<file path="src/rtl/tqvp_seq_alu_pkg.sv">
// rtl/tqvp_seq_alu_pkg.sv - shared types and constants for tqvp_seq_alu (honours TQVP_SEQ_ALU_MUL_EN)
package tqvp_seq_alu_pkg;

  typedef enum logic [2:0] {
    OP_ADD = 3'd0,
    OP_SUB = 3'd1,
    OP_AND = 3'd2,
    OP_OR  = 3'd3,
    OP_XOR = 3'd4,
    OP_SHL = 3'd5,
    OP_SHR = 3'd6,
    OP_MUL = 3'd7
  } op_e;

  typedef enum logic {
    S_IDLE = 1'b0,
    S_EXEC = 1'b1
  } state_e;

  localparam logic [3:0] ADDR_A_LO     = 4'h0;
  localparam logic [3:0] ADDR_A_HI     = 4'h1;
  localparam logic [3:0] ADDR_B_LO     = 4'h2;
  localparam logic [3:0] ADDR_B_HI     = 4'h3;
  localparam logic [3:0] ADDR_RES_LO   = 4'h4;
  localparam logic [3:0] ADDR_RES_HI   = 4'h5;
  localparam logic [3:0] ADDR_RESHI_LO = 4'h6;
  localparam logic [3:0] ADDR_RESHI_HI = 4'h7;
  localparam logic [3:0] ADDR_CTRL     = 4'h8;
  localparam logic [3:0] ADDR_STATUS   = 4'h9;
  localparam logic [3:0] ADDR_ID       = 4'hF;

  localparam int ST_BUSY    = 0;
  localparam int ST_DONE    = 1;
  localparam int ST_CARRY   = 2;
  localparam int ST_ZERO    = 3;
  localparam int ST_OVERRUN = 4;
  localparam int ST_ERR     = 5;

  localparam int CTRL_START = 7;

`ifdef TQVP_SEQ_ALU_MUL_EN
  localparam logic MUL_PRESENT = 1'b1;
`else
  localparam logic MUL_PRESENT = 1'b0;
`endif

endpackage

</file>
<file path="src/rtl/tqvp_seq_alu_if.sv">
// rtl/tqvp_seq_alu_if.sv - byte-wide register bus between host and tqvp_seq_alu
interface tqvp_seq_alu_if;
  logic [3:0] address;
  logic       data_write;
  logic [7:0] data_in;
  logic [7:0] data_out;

  modport master (output address, output data_write, output data_in, input data_out);
  modport slave  (input address, input data_write, input data_in, output data_out);
endinterface

</file>
<file path="src/rtl/tqvp_seq_alu_mul.sv">
// rtl/tqvp_seq_alu_mul.sv - shift-add multiplier, one multiplier bit per cycle (used under TQVP_SEQ_ALU_MUL_EN)
module tqvp_seq_alu_mul #(
  parameter int WIDTH = 16
) (
  input  logic               clk,
  input  logic               rst,
  input  logic               start,
  input  logic [WIDTH-1:0]   a,
  input  logic [WIDTH-1:0]   b,
  output logic [2*WIDTH-1:0] product,
  output logic               done
);
  localparam int CW = $clog2(WIDTH);
  localparam logic [CW-1:0] LAST = CW'(WIDTH - 1);

  logic [2*WIDTH-1:0] acc;
  logic [2*WIDTH-1:0] mcand;
  logic [2*WIDTH-1:0] acc_next;
  logic [WIDTH-1:0]   mplier;
  logic [CW-1:0]      cnt;
  logic               running;

  // product is exposed one step early so the caller can latch it on the final edge
  assign acc_next = acc + (mplier[0] ? mcand : '0);
  assign product  = acc_next;
  assign done     = running && (cnt == LAST);

  // load operands on start, then accumulate one partial product per cycle
  always_ff @(posedge clk or posedge rst) begin
    if (rst) begin
      acc     <= '0;
      mcand   <= '0;
      mplier  <= '0;
      cnt     <= '0;
      running <= 1'b0;
    end else if (start) begin
      acc     <= '0;
      mcand   <= {{WIDTH{1'b0}}, a};
      mplier  <= b;
      cnt     <= '0;
      running <= 1'b1;
    end else if (running) begin
      acc    <= acc_next;
      mcand  <= mcand << 1;
      mplier <= mplier >> 1;
      cnt    <= cnt + 1'b1;
      if (cnt == LAST) running <= 1'b0;
    end
  end
endmodule

</file>
<file path="src/rtl/tqvp_seq_alu.sv">
// rtl/tqvp_seq_alu.sv - register-mapped sequential ALU top; TQVP_SEQ_ALU_MUL_EN adds the multiplier
module tqvp_seq_alu #(
  parameter int WIDTH = 16
) (
  input  logic          clk,
  input  logic          rst,
  input  logic [7:0]    ui_in,
  output logic [7:0]    uo_out,
  tqvp_seq_alu_if.slave bus
);
  import tqvp_seq_alu_pkg::*;

  localparam int SW = $clog2(WIDTH);

  logic [15:0]      reg_a, reg_b, res, res_hi;
  logic [2:0]       ctrl_op;
  logic             done, carry, zero, overrun, err;
  logic [WIDTH-1:0] w_a, w_b;
  op_e              w_op;
  state_e           state, state_next;
  logic             start_wr, start_go, leave;
  logic [WIDTH-1:0] alu_res, alu_hi;
  logic             alu_carry;
  logic [WIDTH:0]   sum;
  logic             unused;

  assign unused   = &{1'b0, ui_in};
  assign start_wr = bus.data_write && (bus.address == ADDR_CTRL) && bus.data_in[CTRL_START];
  assign uo_out   = {6'b0, done, 1'b0};

`ifdef TQVP_SEQ_ALU_MUL_EN
  logic [2*WIDTH-1:0] mul_prod;
  logic               mul_done;

  tqvp_seq_alu_mul #(.WIDTH(WIDTH)) u_mul (
    .clk     (clk),
    .rst     (rst),
    .start   (start_go && (bus.data_in[2:0] == OP_MUL)),
    .a       (reg_a[WIDTH-1:0]),
    .b       (reg_b[WIDTH-1:0]),
    .product (mul_prod),
    .done    (mul_done)
  );
`endif

  // FSM state register
  always_ff @(posedge clk or posedge rst) begin
    if (rst) state <= S_IDLE;
    else     state <= state_next;
  end

  // next state: accept a start in IDLE, leave EXEC after one cycle or when the multiplier finishes
  always_comb begin
    state_next = state;
    start_go   = 1'b0;
    leave      = 1'b0;
    case (state)
      S_IDLE: if (start_wr) begin
        start_go   = 1'b1;
        state_next = S_EXEC;
      end
      S_EXEC: begin
`ifdef TQVP_SEQ_ALU_MUL_EN
        if ((w_op != OP_MUL) || mul_done) begin
          leave      = 1'b1;
          state_next = S_IDLE;
        end
`else
        leave      = 1'b1;
        state_next = S_IDLE;
`endif
      end
      default: state_next = S_IDLE;
    endcase
  end

  // result datapath on the snapshotted operands
  always_comb begin
    sum       = {1'b0, w_a} + {1'b0, w_b};
    alu_res   = '0;
    alu_hi    = '0;
    alu_carry = 1'b0;
    case (w_op)
      OP_ADD: {alu_carry, alu_res} = sum;
      OP_SUB: begin
        alu_res   = w_a - w_b;
        alu_carry = (w_a < w_b);
      end
      OP_AND: alu_res = w_a & w_b;
      OP_OR:  alu_res = w_a | w_b;
      OP_XOR: alu_res = w_a ^ w_b;
      OP_SHL: alu_res = w_a << w_b[SW-1:0];
      OP_SHR: alu_res = w_a >> w_b[SW-1:0];
`ifdef TQVP_SEQ_ALU_MUL_EN
      OP_MUL: begin
        alu_res = mul_prod[WIDTH-1:0];
        alu_hi  = mul_prod[2*WIDTH-1:WIDTH];
      end
`endif
      default: ;
    endcase
  end

  // register writes, op snapshot and status flags; a flag set on the same edge beats a W1C
  always_ff @(posedge clk or posedge rst) begin
    if (rst) begin
      reg_a   <= '0;
      reg_b   <= '0;
      res     <= '0;
      res_hi  <= '0;
      ctrl_op <= '0;
      done    <= 1'b0;
      carry   <= 1'b0;
      zero    <= 1'b0;
      overrun <= 1'b0;
      err     <= 1'b0;
      w_a     <= '0;
      w_b     <= '0;
      w_op    <= OP_ADD;
    end else begin
      if (bus.data_write) begin
        case (bus.address)
          ADDR_A_LO:   reg_a[7:0] <= bus.data_in;
          ADDR_A_HI:   if (WIDTH == 16) reg_a[15:8] <= bus.data_in;
          ADDR_B_LO:   reg_b[7:0] <= bus.data_in;
          ADDR_B_HI:   if (WIDTH == 16) reg_b[15:8] <= bus.data_in;
          ADDR_CTRL:   ctrl_op <= bus.data_in[2:0];
          ADDR_STATUS: begin
            if (bus.data_in[ST_DONE])    done    <= 1'b0;
            if (bus.data_in[ST_OVERRUN]) overrun <= 1'b0;
            if (bus.data_in[ST_ERR])     err     <= 1'b0;
          end
          default: ;
        endcase
      end
      if (start_go) begin
        w_a  <= reg_a[WIDTH-1:0];
        w_b  <= reg_b[WIDTH-1:0];
        w_op <= op_e'(bus.data_in[2:0]);
        done <= 1'b0;
        err  <= 1'b0;
      end
      if (start_wr && (state == S_EXEC)) overrun <= 1'b1;
      if (leave) begin
        done <= 1'b1;
`ifndef TQVP_SEQ_ALU_MUL_EN
        if (w_op == OP_MUL) err <= 1'b1;
        else
`endif
        begin
          res    <= 16'(alu_res);
          res_hi <= 16'(alu_hi);
          carry  <= alu_carry;
          zero   <= (alu_res == '0);
        end
      end
    end
  end

  // combinational register read mux
  always_comb begin
    bus.data_out = 8'h00;
    case (bus.address)
      ADDR_A_LO:     bus.data_out = reg_a[7:0];
      ADDR_A_HI:     bus.data_out = reg_a[15:8];
      ADDR_B_LO:     bus.data_out = reg_b[7:0];
      ADDR_B_HI:     bus.data_out = reg_b[15:8];
      ADDR_RES_LO:   bus.data_out = res[7:0];
      ADDR_RES_HI:   bus.data_out = res[15:8];
      ADDR_RESHI_LO: bus.data_out = res_hi[7:0];
      ADDR_RESHI_HI: bus.data_out = res_hi[15:8];
      ADDR_CTRL:     bus.data_out = {5'b0, ctrl_op};
      ADDR_STATUS:   bus.data_out = {2'b00, err, overrun, zero, carry, done, (state == S_EXEC)};
      ADDR_ID:       bus.data_out = {3'b000, MUL_PRESENT, 4'(WIDTH / 8)};
      default:       bus.data_out = 8'h00;
    endcase
  end
endmodule

</file>
<file path="src/flat_wrapper.sv">
// flat-port wrapper written by rule: the top's interface ports become plain ports
module tqvp_seq_alu_flat import tqvp_seq_alu_pkg::*;
#(
  parameter int WIDTH = 16
)
  (clk, rst, ui_in, uo_out, bus_address, bus_data_write, bus_data_in, bus_data_out);
  tqvp_seq_alu_if bus_i ();
  input  logic clk;
  input  logic rst;
  input  logic [7:0] ui_in;
  output logic [7:0] uo_out;
  input wire logic [$bits(bus_i.address)-1:0] bus_address;
  input wire logic [$bits(bus_i.data_write)-1:0] bus_data_write;
  input wire logic [$bits(bus_i.data_in)-1:0] bus_data_in;
  output wire logic [$bits(bus_i.data_out)-1:0] bus_data_out;
  assign bus_i.address = bus_address;
  assign bus_i.data_write = bus_data_write;
  assign bus_i.data_in = bus_data_in;
  assign bus_data_out = bus_i.data_out;
  tqvp_seq_alu #(.WIDTH(WIDTH)) u_core (.clk(clk), .rst(rst), .ui_in(ui_in), .uo_out(uo_out), .bus(bus_i));
endmodule
</file>
<file path="config.mk">
export PLATFORM = sky130hd
export DESIGN_NAME = tqvp_seq_alu_flat
export DESIGN_NICKNAME = d
export VERILOG_FILES = /design/src/rtl/tqvp_seq_alu_pkg.sv /design/src/rtl/tqvp_seq_alu_if.sv /design/src/rtl/tqvp_seq_alu_mul.sv /design/src/rtl/tqvp_seq_alu.sv /design/src/flat_wrapper.sv
export SDC_FILE = /design/constraint.sdc
export NUM_CORES = 1
export LEC_CHECK = 0
export CORE_MARGIN = 1
export CORE_UTILIZATION = 60
export DETAILED_ROUTE_END_ITERATION = 10
export PLACE_DENSITY_LB_ADDON = 0.15
export SETUP_SLACK_MARGIN = 0.05
export SYNTH_ARGS = -nofsm -noshare
export SYNTH_HDL_FRONTEND = slang
export SYNTH_HIERARCHICAL = 1
export SYNTH_SLANG_ARGS = --single-unit
</file>
<file path="constraint.sdc">
create_clock -name clk -period 8.2 [get_ports clk]
set_input_delay 2.46 -clock clk [delete_from_list [all_inputs] [get_ports clk]]
set_output_delay 2.46 -clock clk [all_outputs]
set_load 0.1 [all_outputs]
</file>
==> reports/metrics.cfg <==
[logic_synthesis]
synthXorXnorAreaFrac = 0.01004
synth_top_family_by_area = compound AO/OA/AOI/OAI gates
synth_fa_ha_area_frac = 0.08482
synthMuxAreaShare = 0.1486
yosys_warnings = 6
synth_flop_cell = dfrtp_1
async_flop_share = 1.000
netlist_area_sq_um = 7848
ys_top_cells_by_area = dfrtp_1, mux2_2, ha_1, nand2_1, o21ai_0
synth-simple-area-share = 0.1759
yosysTopAreaCell = dfrtp_1
synth_compound_area_frac = 0.2184
synth-edff-count = 0
seq_area_frac_synth = 0.2934
yosys.cell_types.count = 81
avgSynthCellArea_sq_um = 8.605
synth_top_area_frac = 0.2934
synth_cells = 912
ys_seq_elements = 92

[sta]
drv_slew = 0
slew_headroom = 0.09215
period_share = 0.9058
finalClockSkew_ns = 0.01273
setup-tns-final_ns = 0
fmax_mhz = 134.6
hold_viol = 0
tightest_slew_ns = 1.359
rsz0062_at_grt = false
setup_viol = 0
period_minus_slack_ns = 7.428

[clock_tree]
clockRootBuffer = clkbuf_16
cts_tree = done
cts_buffer_depth = 2
cts_resized = 0
post_cts_buffers = 0
cts_hold_buf = 0
h-tree-depth = 3
clkSlewWorstSetupHoldPaths_ns = 0.06
cts_buffers = 9
clkLatencyLatePin_ns = 0.35
clock_sinks = 92

[power_and_ir_drop]
p_int_mw = 1.409
power_density_nw_per_um2 = 331.6
leakagePower_nw = 3.569
switching_share = 0.4930
power_switching_mw = 1.371
seqPwrFrac = 0.275
vdd.ir_drop.worst_mv = 0.2194
combPwrFrac = 0.578
pwr-share-clk = 0.147

[cells_and_area]
diodes = 0
post-route-util = 0.6616
fin_nets = 967
fillers = 1086
area_growth_pct = 6.824
drive_above_1_share = 0.1349

[hold_path]
min-delay-path-class = flip-flop to flip-flop
min_path_cells = 1
whs_endpoint = u_core/ctrl_op[1]
hp-start = u_core/ctrl_op[1]

[outcome]
status = complete, no violations

[placed_design]
dp_hpwl_microns = 19260
port_buffers = 23
place_congestion = 1.028

[setup_path]
r2r-start = u_core/w_b[0]
r2r-end = u_core/zero
cp-end-kind = output port
critical_path_class = input port to output port
rr_worst_depth = 10
cp_max_fo = 15
r2r_slack_ns = 3.41
worstPathArrival_ns = 4.97
required_ns = 5.74
start_kind = input port

[die]
dieWidth_microns = 116.4
core_sq_um = 12670
io_pins = 39
die_h_microns = 116.4
dieArea_sq_um = 13540
initial_core_util = 0.6193
placementRows = 41

[drt]
vias = 7425
wl_microns = 26250
via_per_inst = 6.946
wl_per_cell_microns = 24.56
drc = 0
drt_first_pass_iters = 6
drt_iter0_markers = 896
ant_nets = 0

[global_routing]
grt_pass1_vias = 6858
track_usage = 0.4056
grt_first_pass_wirelength_microns = 40030
overflow = 0
grt_max_degree = 93
antenna_found_initial = 1

[job]
max_cap_violations = 0

-- cell usage in the layout, fill, tap and decap left out, types with 4 or more instances in the layout --
master	synthesis	final
a221o_1	11	11
mux2_2	56	56
nor3_1	29	29
o2111ai_1	4	4
buf_4	9	14
inv_1	49	48
mux2i_1	22	22
nand3_1	18	18
nand2_1	100	100
clkbuf_16	0	9
a211oi_1	24	24
mux4_2	14	14
a221oi_1	14	14
and3_1	12	12
a21oi_1	54	54
nor2b_1	8	8
conb_1	1	7
buf_12	0	4
a31oi_1	8	8
a211o_1	4	4
o22ai_1	4	4
o211ai_1	5	5
or3_1	4	4
o21bai_1	4	4
o21a_1	5	5
dfrtp_1	92	91
o31ai_1	4	4
a21o_1	6	6
xnor2_1	6	6
o21ai_0	66	66
clkdlybuf4s50_1	0	15
a22oi_1	8	8
nand4_1	4	4
ha_1	50	50
nor2_1	79	78
nand2b_1	13	13
-- synth_stat cells (all sizes together), types with 8 or more instances --
cell    count
a21oi      54
inv        50
o21ai      66
buf        29
mux4       14
clkbuf     41
a211oi     25
nor2b       8
nand2     100
a31oi       8
mux2       56
a221oi     14
and3       12
mux2i      22
a221o      11
nor2       79
nand3      18
nand2b     13
a22oi       8
dfrtp      92
nor3       29
ha         50
-- layer usage --
layer  global-route usage  up-vias  wire, microns
met5                    0        -              0
met3              0.08303       87           2424
li1                     -     3277              -
met4               0.1949        0           1237
met1               0.5469     3585          10870
met2               0.6249      476          11720
-- how the worst max path moves through the flow --
| stage | to | depth (start not counted) | slack [ns] | from |
|---|---|---|---|---|
| CTS | bus_data_out[2] | 6 | 0.84 | bus_address[2] |
| detailed placement | bus_data_out[2] | 6 | 0.84 | bus_address[2] |
| finish | bus_data_out[2] | 6 | 0.77 | bus_address[2] |
| floorplan | bus_data_out[2] | 4 | 1.19 | bus_address[0] |
| global route | bus_data_out[4] | 7 | 0.63 | bus_address[2] |
| global placement | bus_data_out[2] | 6 | 0.90 | bus_address[2] |
-- power groups by stage --
stage,combinational [mW],sequential (mW),clock [mW]
after floorplan,1.19,0.668,0
after global placement,1.51,0.756,0
after detailed placement,1.54,0.763,0
after CTS,1.55,0.756,0.413
after global routing,1.71,0.776,0.431
final,1.61,0.766,0.408
-- registers in the layout, indices dropped and copies added, names as in the netlist, 3 cells and up --
signal / flops
u_core/ctrl_op: 3
u_core/w_op: 3
u_core/w_b: 16
u_core/reg_b: 16
u_core/w_a: 16
u_core/reg_a: 16
u_core/res: 16
-- cell type report --
class / count / area (sq um) / share of cell area
Timing Repair Buffer: 33 / 335.3 / 0.04000
Clock buffer: 11 / 252.7 / 0.03015
Sequential cell: 92 / 2303 / 0.2748
Tap cell: 172 / 215.2 / 0.02567
Inverter: 51 / 195.2 / 0.02328
Multi-Input combinational cell: 705 / 5039 / 0.6010
Clock inverter: 5 / 42.54 / 0.005075
-- cells by family (layout without fill, tap and decap cells) --
family                     count (synthesis)  count (layout)
adders and majority gates                 52              52
and+or+nand+nor                          293             293
xor gates and xnor gates                   9               9
AOI/OAI and AO/OA                        252             252
DFF                                       92              92
other                                      1               7
muxes                                     92              92
buffers and inverters                    121             100
-- worst max-delay path, stage by stage --
cell and delay (ns):
clkdlybuf4s50_1 0.81, nor2b_1 0.52, nor3b_1 0.53, a222oi_1 0.15
o211ai_1 0.27, buf_12 0.23
-- metrics by stage --
stage | std cells | power, mW | hold WS [ns] | area (sq um) | setup WS [ns]
after floorplan | 918 | 1.857 | 0.4418 | 7870 | 1.186
final | 1069 | 2.780 | 0.5149 | 8383 | 0.7725
after detailed placement | 1053 | 2.305 | 0.4984 | 8088 | 0.8374
after global placement | 1053 | 2.262 | 0.4886 | 8088 | 0.8983
after global routing | 1069 | 2.916 | 0.5352 | 8383 | 0.6298
after CTS | 1069 | 2.720 | 0.5148 | 8383 | 0.8425
Note: power is estimated with default switching activity, not from simulation.
